--- config.mk ---
export PLATFORM = sky130hd
export DESIGN_NAME = serial_tx
export DESIGN_NICKNAME = d
export VERILOG_FILES = /design/src/rtl/serial_tx.sv
export SDC_FILE = /design/constraint.sdc
export NUM_CORES = 1
export LEC_CHECK = 0
export BUFFER_PORTS_ARGS = -buffer_cell sky130_fd_sc_hd__buf_2
export CORE_UTILIZATION = 46
export CTS_BUF_LIST = sky130_fd_sc_hd__clkbuf_8 sky130_fd_sc_hd__clkbuf_16
export DETAILED_ROUTE_END_ITERATION = 10
export GPL_ROUTABILITY_DRIVEN = 0
export HOLD_SLACK_MARGIN = 0.05
export PLACE_DENSITY = 0.68
export SLEW_MARGIN = 15
export SYNTH_ARGS = -nofsm -noshare
export SYNTH_HDL_FRONTEND = slang
export SYNTH_SLANG_ARGS = --single-unit
--- constraint.sdc ---
create_clock -name clk -period 1.8 [get_ports clk]
set_clock_uncertainty 0.1 [all_clocks]
set_input_delay 0.36 -clock clk [delete_from_list [all_inputs] [get_ports clk]]
set_output_delay 0.36 -clock clk [all_outputs]
set_load 0.02 [all_outputs]
--- src/rtl/serial_tx.sv ---
// Asynchronous serial transmitter: start bit, DATA_W data bits LSB first, optional
// even parity, one stop bit. Every output is a register, so the serial line never glitches.
module serial_tx #(
    parameter int DATA_W       = 8,
    parameter int CLKS_PER_BIT = 16,
    parameter int PARITY_EN    = 0
) (
    input  logic              clk,
    input  logic              rst,
    input  logic [DATA_W-1:0] tx_data,
    input  logic              tx_valid,
    output logic              tx_ready,
    output logic              tx_out,
    output logic              busy
);

    localparam int CW = $clog2(CLKS_PER_BIT);
    localparam int BW = $clog2(DATA_W + 1);
    localparam logic [CW-1:0] CNT_MAX = CW'(CLKS_PER_BIT - 1);
    localparam logic [BW-1:0] BIT_MAX = BW'(DATA_W - 1);

    typedef enum logic [2:0] {
        IDLE,
        START,
        DATA,
        PARITY,
        STOP
    } state_t;

    state_t            state, state_nxt;
    logic [CW-1:0]     clk_cnt, clk_cnt_nxt;
    logic [BW-1:0]     bit_cnt, bit_cnt_nxt;
    logic [DATA_W-1:0] shift, shift_nxt;
    logic              parity, parity_nxt;
    logic              tx_out_nxt, tx_ready_nxt, busy_nxt;
    logic              bit_done;

    assign bit_done = (clk_cnt == CNT_MAX);

    // Each branch computes the value the line must carry in the *next* cycle,
    // which is what lets tx_out come straight from a flop.
    always_comb begin
        // NOTE: every variable gets a default before the case so no path
        // leaves one unassigned, which would otherwise infer a latch.
        state_nxt   = state;
        clk_cnt_nxt = clk_cnt;
        bit_cnt_nxt = bit_cnt;
        shift_nxt   = shift;
        parity_nxt  = parity;
        tx_out_nxt  = tx_out;

        case (state)
            IDLE: begin
                tx_out_nxt = 1'b1;
                if (tx_valid && tx_ready) begin
                    state_nxt   = START;
                    shift_nxt   = tx_data;
                    parity_nxt  = ^tx_data;
                    clk_cnt_nxt = '0;
                    bit_cnt_nxt = '0;
                    tx_out_nxt  = 1'b0;
                end
            end

            START: begin
                if (bit_done) begin
                    state_nxt   = DATA;
                    clk_cnt_nxt = '0;
                    tx_out_nxt  = shift[0];
                end else begin
                    clk_cnt_nxt = clk_cnt + 1'b1;
                end
            end

            DATA: begin
                if (bit_done) begin
                    clk_cnt_nxt = '0;
                    shift_nxt   = shift >> 1;
                    if (bit_cnt == BIT_MAX) begin
                        bit_cnt_nxt = '0;
                        if (PARITY_EN != 0) begin
                            state_nxt  = PARITY;
                            tx_out_nxt = parity;
                        end else begin
                            state_nxt  = STOP;
                            tx_out_nxt = 1'b1;
                        end
                    end else begin
                        bit_cnt_nxt = bit_cnt + 1'b1;
                        tx_out_nxt  = shift[1];
                    end
                end else begin
                    clk_cnt_nxt = clk_cnt + 1'b1;
                end
            end

            PARITY: begin
                if (bit_done) begin
                    state_nxt   = STOP;
                    clk_cnt_nxt = '0;
                    tx_out_nxt  = 1'b1;
                end else begin
                    clk_cnt_nxt = clk_cnt + 1'b1;
                end
            end

            STOP: begin
                if (bit_done) begin
                    state_nxt   = IDLE;
                    clk_cnt_nxt = '0;
                    shift_nxt   = '0;
                end else begin
                    clk_cnt_nxt = clk_cnt + 1'b1;
                end
                tx_out_nxt = 1'b1;
            end

            default: begin
                state_nxt   = IDLE;
                clk_cnt_nxt = '0;
                bit_cnt_nxt = '0;
                tx_out_nxt  = 1'b1;
            end
        endcase

        tx_ready_nxt = (state_nxt == IDLE);
        busy_nxt     = (state_nxt != IDLE);
    end

    always_ff @(posedge clk or posedge rst) begin
        if (rst) begin
            state    <= IDLE;
            clk_cnt  <= '0;
            bit_cnt  <= '0;
            shift    <= '0;
            parity   <= 1'b0;
            tx_out   <= 1'b1;
            tx_ready <= 1'b1;
            busy     <= 1'b0;
        end else begin
            // NOTE: non-blocking assignments so every flop samples the
            // pre-edge values, independent of statement order.
            state    <= state_nxt;
            clk_cnt  <= clk_cnt_nxt;
            bit_cnt  <= bit_cnt_nxt;
            shift    <= shift_nxt;
            parity   <= parity_nxt;
            tx_out   <= tx_out_nxt;
            tx_ready <= tx_ready_nxt;
            busy     <= busy_nxt;
        end
    end

endmodule

# After elaboration in Yosys (flattened, before gate mapping)

Index checks and enable logic that the tools add are counted.

$add $sub $neg: 2
Equal/unequal tests: 11
Multiplexer cells: 23
Bitwise gates (word level): 1
Reduce and logical (&&, ||, !) cells: 10

Operators by type and width:

| operator            | count |
|---|---|
| $mux 8              | 3 |
| $pmux 8 s3          | 1 |
| $mux 3              | 6 |
| $mux 4              | 4 |
| $pmux 3 s5          | 1 |
| $pmux 4 s3          | 1 |
| $ne 2x2->1 const B  | 5 |
| $add 4x1->4 const B | 2 |
| $pmux 4 s2          | 1 |
| $eq 3x2->1 const B  | 2 |
| $logic_not 3->1     | 2 |
| $reduce_and 3->1    | 2 |
| $reduce_bool 3->1   | 2 |
| $mux 1              | 5 |
| $eq 4x3->1 const B  | 1 |
| $eq 4x4->1 const B  | 1 |
| $pmux 1 s4          | 1 |
| $reduce_and 4->1    | 1 |
| $reduce_or 4->1     | 1 |
| $eq 3x1->1 const B  | 1 |
| $eq 3x3->1 const B  | 1 |
| $reduce_or 3->1     | 1 |
| $logic_and 1x1->1   | 1 |
| $not 1->1           | 1 |

Register bits after elaboration: 22
Output and inout bits: 3
Logic and storage cells: 54

# Logic depth before layout (Yosys ltp)

Gate-level depths: netlist of run 1.

Depth after elaboration: 5
Mapped depth: 6
Gate-level depth less buffers: 5

# Worst setup path before layout of run 1

OpenSTA, ideal clock, no wires.

Kind: reg-to-reg
Start point: register tx_ready
End point: register shift[0]
Arrival time: 1,473 ps
Setup slack: 102 ps
Stages on the path, launching flop included: 5
Path buffers: 0
Clock period less this slack: 1,698 ps
Cells stage by stage: dfstp_2 and3b_1 a2bb2oi_1 nor2_2 mux2_2

Word-level cells in the longest chain between the ends: 3

Ends and longest elaborated chain:

| element                           | RTL line | source |
|---|---|---|
| start: declaration                | 12       | `output logic tx_ready,` |
| start signal: assignment          | 149      | `tx_ready <= tx_ready_nxt;` |
| $logic_and 1x1->1                 | 55       | `if (tx_valid && tx_ready) begin` |
| $ne 2x2->1 (no source line)       | --       |  |
| $reduce_and 4->1 (no source line) | --       |  |
| end signal: assignment            | 146      | `shift <= shift_nxt;` |
| end: declaration                  | 33       | `logic [DATA_W-1:0] shift, shift_nxt;` |

No other way between the ends.
A chain may end at the register's enable or synchronous reset.

# Worst setup path in the final report of run 1

Start point: register tx_ready
End point: register shift[2]

Same word-level chain as after synthesis.

==> results.json, run 1 <==
{
  "max-slew-margin-rel": 0.701,
  "setup_viol": 0,
  "first_global_vias": 936,
  "dieArea_mm2": 0.00282,
  "gr-total-overflow": 0,
  "cpPeakStageDelay_ps": 550,
  "area_delta_synth_final_pct": 16.2,
  "cp.arrival_ps": 1760,
  "grt_pass1_wl_mm": 4.20,
  "layout_commonest_cell": "dfrtp_1",
  "wl_per_cell_um": 14.6,
  "finalHoldViolCount": 0,
  "tightest_slew_ps": 448,
  "synth_seq_cells": 22,
  "crit_type": "register to register",
  "cts_tree": "done",
  "path_cells": "and3b_1, a2bb2oi_1, nor2_4, mux2_2",
  "grt_use_total": 0.212,
  "initial_core_util": 0.484,
  "clk_pin_slew_worst_paths_ps": 80,
  "slew_violations": 0,
  "endpoint_kind": "register",
  "drcViolationCount": 0,
  "ys_types": 37,
  "antenna_found_initial": 0,
  "yosysTopAreaCellShare": 0.417,
  "vias_per_cell": 5.84,
  "setup_ws_ps": 89.5,
  "whs_ps": 240,
  "layout.nets": 155,
  "ys_top_cells_by_area": "dfrtp_1, a22o_1, mux2_2",
  "syn_nets": 133,
  "fill_cells": 234,
  "path_delay_family": "flip-flops",
  "diodes": 0,
  "clk_path_buf_depth": 2,
  "hold_path.class": "input port to register",
  "finalCritPeriodShare": 0.950,
  "slowest_stage": "dfstp_2",
  "maxCapViolations": 0,
  "htreeDepth": 1,
  "via_count": 998,
  "wirelength_mm": 2.49,
  "portBuffers": 13,
  "stdcell_count": 171,
  "fin_util": 0.563,
  "firstDrtPassIters": 4,
  "grt_max_degree": 13,
  "crit_buf_inv": 0,
  "post-place-cells": 166,
  "die_width_um": 53.1,
  "rows": 18,
  "ys_warn_count": 0,
  "insertion_delay_ps": 260,
  "cts_setup_buffers": 0,
  "cp_max_fo": 7,
  "final_cell_mix": "dfrtp_1, buf_2",
  "synth_top_area_cell": "dfrtp_1",
  "run_status": "finished clean",
  "drt-initial-drc-count": 28,
  "drive_gt1_frac": 0.270,
  "avgSynthCellArea_um2": 10.0,
  "cp-start-kind": "register",
  "multiInputGateArea_um2": 591,
  "cts_root_buf": "clkbuf_8",
  "clkSinkCount": 22,
  "syn-instance-count": 120,
  "syn-cell-area_mm2": 0.00120,
  "post-place-ws_ps": 15.1,
  "ff_latch_area_um2": 553,
  "p_leak_nw": 0.639,
  "ioPinCount": 14,
  "ant_nets": 0,
  "numCtsBuffers": 3,
  "coreArea_mm2": 0.00248,
  "die_h_um": 53.1,
  "seq_area_frac_synth": 0.461,
  "crit_required_ps": 1850,
  "power.density_mw_per_mm2": 1470,
  "max_clock_freq_mhz": 585,
  "post-route-min-period_ps": 1710,
  "hpwl_mm": 1.78,
  "rsz0062_at_grt": "false",
  "finalSetupTns_ps": 0,
  "ir_drop_mv": 1.17
}
[synth_stat cells (all sizes together)]
cell type and number:
xnor2 2, inv 4, o21ai 9, and3 3
nand2b 1, mux2 7, nor3b 1, o22ai 3
and3b 1, a2bb2oi 1, clkbuf 2, dfrtp 20
a221oi 1, a31oi 1, or3b 1, ha 2
a21o 2, nor4bb 1, a311oi 1, nand2 9
o21bai 1, and4b 1, nand3b 1, nor2b 1
nor2 10, dfstp 2, nor3 2, buf 4
a22o 9, a21oi 5, or2 2, nand3 7
o31ai 2, xor2 1
[through the flow]
step                area [µm²]  power (mW)
floorplan                 1200        1.47
global placement          1320        1.65
detailed placement        1320        1.68
CTS                       1390        2.04
global route              1390        2.19
finish                    1390        2.04
[worst reg2reg max path: stages (launching register included)]
cell	delay, ps
dfstp_2	550
and3b_1	210
a2bb2oi_1	140
nor2_4	230
mux2_2	370
[layout make-up]
| cell class | instances | area share |
|---|---|---|
| Sequential cell | 22 | 0.397 |
| Multi-Input combinational cell | 88 | 0.424 |
| Clock buffer | 4 | 0.0395 |
| Timing Repair Buffer | 23 | 0.102 |
| Inverter | 4 | 0.0108 |
| Tap cell | 30 | 0.0269 |
[per-layer routing]
layer / global-route usage / wire length [µm]
met5: 0 / 0
met4: 0.0921 / 44
met3: 0.0345 / 77
met2: 0.325 / 1140
met1: 0.293 / 1230
[final timing paths]
kind | startpoint | end | slack, ps | cells past startpoint
worst min-delay path | tx_data[7] | shift[7]$_DFFE_PP0P_ | 240 | 3
worst max-delay path | tx_ready$_DFF_PP1_ | shift[2]$_DFFE_PP0P_ | 90 | 4
max in group asynchronous | rst | bit_cnt[0]$_DFFE_PP0P_ | 570 | 4
min in group asynchronous | rst | state[1]$_DFF_PP0_ | 510 | 3
worst max register to register | tx_ready$_DFF_PP1_ | shift[2]$_DFFE_PP0P_ | 90 | 4
worst min register to register | bit_cnt[3]$_DFFE_PP0P_ | bit_cnt[3]$_DFFE_PP0P_ | 390 | 1
[power breakdown]
part           switching (mW)  internal [mW]  total [mW]
sequential              0.146          0.695       0.841
combinational           0.442          0.405       0.847
clock                   0.160          0.195       0.355
total                   0.748           1.29        2.04
[logic make-up (layout without fill, tap and decap cells)]
logic type	after synthesis	after routing	synth area share
simple gates	41	41	0.181
flops	22	22	0.461
buf+inv	10	31	0.0511
fa+ha+maj	2	2	0.0209
mux	7	7	0.0657
compound gates	35	35	0.198
xor+xnor	3	3	0.0219
[what timing repair did]
| action | CTS | global route |
|---|---|---|
| hold buffers | 1 | 0 |
| endpoints found under the hold margin | 8 | 0 |
| resized for setup | 1 | 0 |
| endpoints found under the setup margin | 1 | 0 |
[registers in the layout, summed over array words and instances (netlist names)]
register  flops
bit_cnt       4
busy          1
clk_cnt       4
shift         8
state         3
tx_out        1
tx_ready      1
No activity file was read; power rests on OpenSTA's default activity.
==> run 2, diff against run 1 <==
--- a/config.mk
+++ b/config.mk
@@ -12,6 +12,7 @@
 export GPL_ROUTABILITY_DRIVEN = 0
 export HOLD_SLACK_MARGIN = 0.05
 export PLACE_DENSITY = 0.68
+export SETUP_SLACK_MARGIN = 0.4
 export SLEW_MARGIN = 15
 export SYNTH_ARGS = -nofsm -noshare
 export SYNTH_HDL_FRONTEND = slang
==> run 2 against run 1 <==
  * Register-to-register slack improved by 60 ps
  * Clock power up 5%
  * Clock-buffer cell count unchanged
  * Via count grew 16%
  * Setup slack improved by 57 ps
  * First-iteration DRC count stayed put
  * Die area did not move
  * Non-clock buffer count is 21 higher
  * Routed wire length rose by 49%
  * Critical path type unchanged
  * Largest cell class unchanged
  * Largest power group unchanged
==> results.json, run 2 (synthesis gave the netlist of run 1 again) <==
{
  "run_status": "finished clean",
  "gr-total-overflow": 0,
  "power.share.clock": 0.127,
  "die_width_um": 53.1,
  "clk_path_buf_depth": 2,
  "grt_pass1_wl_mm": 5.53,
  "postPlaceCellArea_mm2": 0.00137,
  "ioPinCount": 14,
  "crit_buf_inv": 1,
  "largest_reg_flops": 8,
  "max-slew-margin-rel": 0.803,
  "endpoint_kind": "register",
  "wl_per_cell_um": 19.3,
  "largest_registers": "shift: 8 flops, bit_cnt: 4 flops, clk_cnt: 4 flops",
  "initial_core_util": 0.484,
  "slew_violations": 0,
  "finalHoldViolCount": 0,
  "slowest_stage": "dfstp_2",
  "layout.nets": 176,
  "p_leak_nw": 0.812,
  "cpPeakStageDelay_ps": 560,
  "intPower_mw": 1.78,
  "final_area_mm2": 0.00188,
  "post-route-min-period_ps": 1650,
  "crit_required_ps": 1860,
  "wirelength_mm": 3.71,
  "path_cells": "and3b_2, a2bb2oi_4, nor2_4, buf_6, mux2_4",
  "reg2regPathDepth": 5,
  "htreeDepth": 1,
  "cp-start-kind": "register",
  "vias_per_cell": 6.05,
  "area_delta_synth_final_pct": 56.3,
  "max_clock_freq_mhz": 605,
  "drive_gt1_frac": 0.574,
  "tightest_slew_ps": 296,
  "firstDrtPassIters": 4,
  "cp_max_fo": 4,
  "portBuffers": 13,
  "rows": 18,
  "hold_path.class": "input port to register",
  "worstHoldPathCells": 3,
  "finalCritPeriodShare": 0.918,
  "numCtsBuffers": 3,
  "ir_drop_mv": 1.45,
  "layout_commonest_cell": "buf_4",
  "clkSinkCount": 22,
  "final_cell_mix": "buf_4, dfrtp_1, buf_6",
  "worstSetupPathDepth": 5,
  "cp.arrival_ps": 1710,
  "fill_cells": 164,
  "seqPwrFrac": 0.308,
  "p_comb_frac": 0.565,
  "grt_use_total": 0.280,
  "finalSetupTns_ps": 0,
  "insertion_delay_ps": 270,
  "power.density_mw_per_mm2": 1560,
  "largest_register": "shift",
  "drcViolationCount": 0,
  "grt_max_degree": 23,
  "maxCapViolations": 0,
  "dieArea_mm2": 0.00282,
  "crit_type": "register to register",
  "swShare": 0.392,
  "clk_pin_slew_worst_paths_ps": 80,
  "drt-initial-drc-count": 28,
  "ant_nets": 0,
  "diodes": 0,
  "via_count": 1161,
  "die_h_um": 53.1,
  "first_global_vias": 1186,
  "power.switching_mw": 1.15,
  "coreArea_mm2": 0.00248,
  "antenna_found_initial": 0,
  "cts_tree": "done",
  "path_delay_family": "flip-flops",
  "hpwl_mm": 1.92,
  "setup_viol": 0,
  "rsz0062_at_grt": "true",
  "cts_root_buf": "clkbuf_8"
}
[run 2: final timing paths]
kind                                             start                     end  slack, ps
min in group asynchronous                          rst  bit_cnt[1]$_DFFE_PP0P_        560
worst max register to register      tx_ready$_DFF_PP1_    shift[3]$_DFFE_PP0P_        150
worst min register to register  bit_cnt[3]$_DFFE_PP0P_  bit_cnt[3]$_DFFE_PP0P_        390
worst max-delay path                tx_ready$_DFF_PP1_    shift[3]$_DFFE_PP0P_        150
max in group asynchronous                          rst      tx_ready$_DFF_PP1_        760
worst min-delay path                        tx_data[7]    shift[7]$_DFFE_PP0P_        250
[run 2: tightest hold or removal path: cells and delay by family]
family	cells	cell delay, ps
AO/OA/AOI/OAI	1	70
buffers and inverters	1	90
AND/OR/NAND/NOR	1	60
[run 2: cell type report]
class | count | area [µm²] | share of cell area
inverter | 4 | 15.0 | 0.00801
multi-input combinational | 88 | 853 | 0.455
clock buffer | 4 | 55.1 | 0.0294
timing repair buffer | 44 | 358 | 0.191
sequential | 22 | 557 | 0.297
tap | 30 | 37.5 | 0.0200
[run 2: power by group through the flow]
| stage | clock [mW] | sequential [mW] | combinational (mW) |
|---|---|---|---|
| floorplan | 0 | 0.857 | 0.721 |
| global placement | 0 | 0.850 | 0.899 |
| detailed placement | 0 | 0.858 | 0.937 |
| CTS | 0.378 | 0.864 | 1.42 |
| global route | 0.394 | 0.915 | 1.75 |
| finish | 0.371 | 0.899 | 1.65 |
[run 2: metrics by stage]
step,power [mW],util,cells,worst slack [ps],hold WS (ps)
finish,2.92,0.757,192,147,248
global route,3.06,0.757,192,120,281
CTS,2.67,0.695,188,179,224
detailed placement,1.79,0.551,164,16.1,315
global placement,1.75,0.551,164,72.5,306
floorplan,1.58,-,120,131,248
[run 2: layer usage]
| layer | track usage | share of wire |
|---|---|---|
| met5 | 0 | 0 |
| met3 | 0.0690 | 0.035 |
| met1 | 0.318 | 0.40 |
| met4 | 0.0833 | 0.036 |
| met2 | 0.511 | 0.53 |
[run 2: timing repair]
action | 4_1_cts | 5_1_grt
setup endpoints to repair | 24 | 23
pin swaps | 23 | 21
hold buffers | 1 | 0
buffers inserted | 19 | 4
hold endpoints to repair | 20 | 0
gates resized for setup | 39 | 28
==> run 3, diff against run 2 <==
--- a/config.mk
+++ b/config.mk
@@ -6,12 +6,12 @@
 export NUM_CORES = 1
 export LEC_CHECK = 0
 export BUFFER_PORTS_ARGS = -buffer_cell sky130_fd_sc_hd__buf_2
-export CORE_UTILIZATION = 46
+export CORE_UTILIZATION = 51
 export CTS_BUF_LIST = sky130_fd_sc_hd__clkbuf_8 sky130_fd_sc_hd__clkbuf_16
 export DETAILED_ROUTE_END_ITERATION = 10
 export GPL_ROUTABILITY_DRIVEN = 0
 export HOLD_SLACK_MARGIN = 0.05
-export PLACE_DENSITY = 0.68
+export PLACE_DENSITY = 0.74
 export SETUP_SLACK_MARGIN = 0.4
 export SLEW_MARGIN = 15
 export SYNTH_ARGS = -nofsm -noshare
==> constraint.sdc (replaced) <==
create_clock -name clk -period 1.8 [get_ports clk]
set_clock_uncertainty 0.1 [all_clocks]
set_input_delay 0.09 -clock clk [delete_from_list [all_inputs] [get_ports clk]]
set_output_delay 0.09 -clock clk [all_outputs]
set_load 0.02 [all_outputs]
==> run 3 against run 2 <==
  * Power grew 4.2%
  * Flip-flop and latch count is the same
  * Non-clock buffer count grew 3
  * Fmax shrank 1.6%
  * Die area shrank 9.4%
  * First-iteration DRC count grew 110%
  * Critical path type unchanged
  * Highest routed layer unchanged
==> results.json, run 3 (synthesis gave the netlist of run 1 again) <==
{
  "ant_nets": 0,
  "power.density_mw_per_mm2": 1620,
  "clk_path_buf_depth": 2,
  "finalCritPeriodShare": 0.933,
  "largest_reg_flops": 8,
  "grt_max_degree": 15,
  "finalSetupTns_ps": 0,
  "maxCapViolations": 0,
  "first_global_vias": 1149,
  "antenna_found_initial": 0,
  "crit_path_end": "shift[6]$_DFFE_PP0P_",
  "max_clock_freq_mhz": 595,
  "cpPeakStageDelay_ps": 470,
  "hold_path.class": "input port to register",
  "cts_root_buf": "clkbuf_8",
  "max-slew-margin-rel": 0.769,
  "cp-start-kind": "register",
  "post-place-cells": 162,
  "die_h_um": 50.5,
  "insertion_delay_ps": 270,
  "p_comb_frac": 0.548,
  "final_cell_mix": "buf_4, dfrtp_1, buf_2",
  "die_width_um": 50.5,
  "clk_pin_slew_worst_paths_ps": 90,
  "hpwl_mm": 1.88,
  "power.switching_mw": 1.17,
  "r2r-start": "state[2]$_DFF_PP0_",
  "dieArea_mm2": 0.00255,
  "crit_required_ps": 1910,
  "p_leak_nw": 0.832,
  "slew_violations": 0,
  "vias_per_cell": 6.23,
  "grt_pass1_wl_mm": 5.51,
  "htreeDepth": 1,
  "largest_register": "shift",
  "portBuffers": 13,
  "layout.nets": 179,
  "gr-total-overflow": 0,
  "cp.arrival_ps": 1790,
  "tightest_slew_ps": 346,
  "slowest_stage": "dfrtp_2",
  "stdcell_count": 193,
  "firstDrtPassIters": 4,
  "run_status": "finished clean",
  "initial_core_util": 0.542,
  "ir_drop_mv": 1.57,
  "ioPinCount": 14,
  "finalHoldViolCount": 0,
  "grt_use_total": 0.302,
  "r2r_end": "shift[6]$_DFFE_PP0P_",
  "reg2reg_slack_ps": 120,
  "power.share.clock": 0.156,
  "final_area_mm2": 0.00188,
  "reg2regPathDepth": 5,
  "numCtsBuffers": 3,
  "layout_commonest_cell": "buf_4",
  "drive_gt1_frac": 0.582,
  "path_cells": "buf_6, nand2b_1, nor2_4, a22o_1, mux2_4",
  "setup_viol": 0,
  "drcViolationCount": 0,
  "diodes": 0,
  "rows": 17,
  "cts_tree": "done",
  "endpoint_kind": "register",
  "drt-initial-drc-count": 60,
  "clkSinkCount": 22,
  "via_count": 1202,
  "swShare": 0.383,
  "wl_per_cell_um": 21.4,
  "largest_registers": "shift: 8 flops, bit_cnt: 4 flops, clk_cnt: 4 flops",
  "postPlaceCellArea_mm2": 0.00136,
  "rsz0062_at_grt": "true",
  "coreArea_mm2": 0.00221,
  "post-route-min-period_ps": 1680,
  "cp_max_fo": 8,
  "area_delta_synth_final_pct": 56.4,
  "intPower_mw": 1.88,
  "crit_type": "register to register",
  "wirelength_mm": 4.14,
  "seqPwrFrac": 0.296,
  "cp-startpoint": "state[2]$_DFF_PP0_"
}
## run 3: how the worst min path moves through the flow
| stage | start | end | slack, ps | cells after the start |
|---|---|---|---|---|
| 2_1_floorplan | rst | bit_cnt[0]$_DFFE_PP0P_ | -20 | 1 |
| 3_3_place_gp | rst | bit_cnt[2]$_DFFE_PP0P_ | -40 | 2 |
| 3_5_place_dp | rst | bit_cnt[3]$_DFFE_PP0P_ | -40 | 2 |
| 4_1_cts | tx_data[4] | shift[4]$_DFFE_PP0P_ | 70 | 3 |
| 5_1_grt | tx_data[3] | shift[3]$_DFFE_PP0P_ | 80 | 3 |
| 6_report | tx_data[1] | shift[1]$_DFFE_PP0P_ | 70 | 3 |
## run 3: metal layers
metal	global-route usage	share of wire	up-vias
li1	-	-	526
met1	0.346	0.39	595
met2	0.531	0.50	63
met3	0.0879	0.067	18
met4	0.106	0.038	0
met5	0	0	-
## run 3: worst max-delay path: cells and delay by family, from the launching register on
kind | cells | cell delay, ps
buffers and inverters | 1 | 150
AO/OA/AOI/OAI | 1 | 220
AND/OR/NAND/NOR | 2 | 540
flip-flops | 1 | 470
multiplexers | 1 | 150
## run 3: power groups by stage
stage / Clock (mW) / Combinational, mW / Sequential, mW
detailed placement: 0 / 0.931 / 0.851
CTS: 0.472 / 1.27 / 0.868
global route: 0.495 / 1.75 / 0.917
floorplan: 0 / 0.721 / 0.857
global placement: 0 / 0.906 / 0.843
finish: 0.474 / 1.67 / 0.902
## run 3: through the flow
step	hold slack, ps	worst slack [ps]	power [mW]	util
floorplan	-22.3	131	1.58	-
global placement	-39.6	132	1.75	0.616
detailed placement	-41.0	72.6	1.78	0.616
CTS	70.6	161	2.61	0.766
global route	78.9	89.8	3.16	0.848
finish	71.9	120	3.05	0.848
## run 3: layout make-up
class                           count  area, µm²
Tap cell                           28       35.0
Clock inverter                      1       30.0
Timing Repair Buffer               47        368
Sequential cell                    22        557
Multi-Input combinational cell     88        831
Fill cell                         114        335
Inverter                            4       15.0
Clock buffer                        3       41.3
## run 3: repair_timing
action,in CTS,in global routing
setup endpoints to repair,20,22
endpoints found under the hold margin,21,0
gates resized for setup,33,26
pin swaps,11,18
buffers inserted,14,10
hold buffers,2,0
cloned,1,0
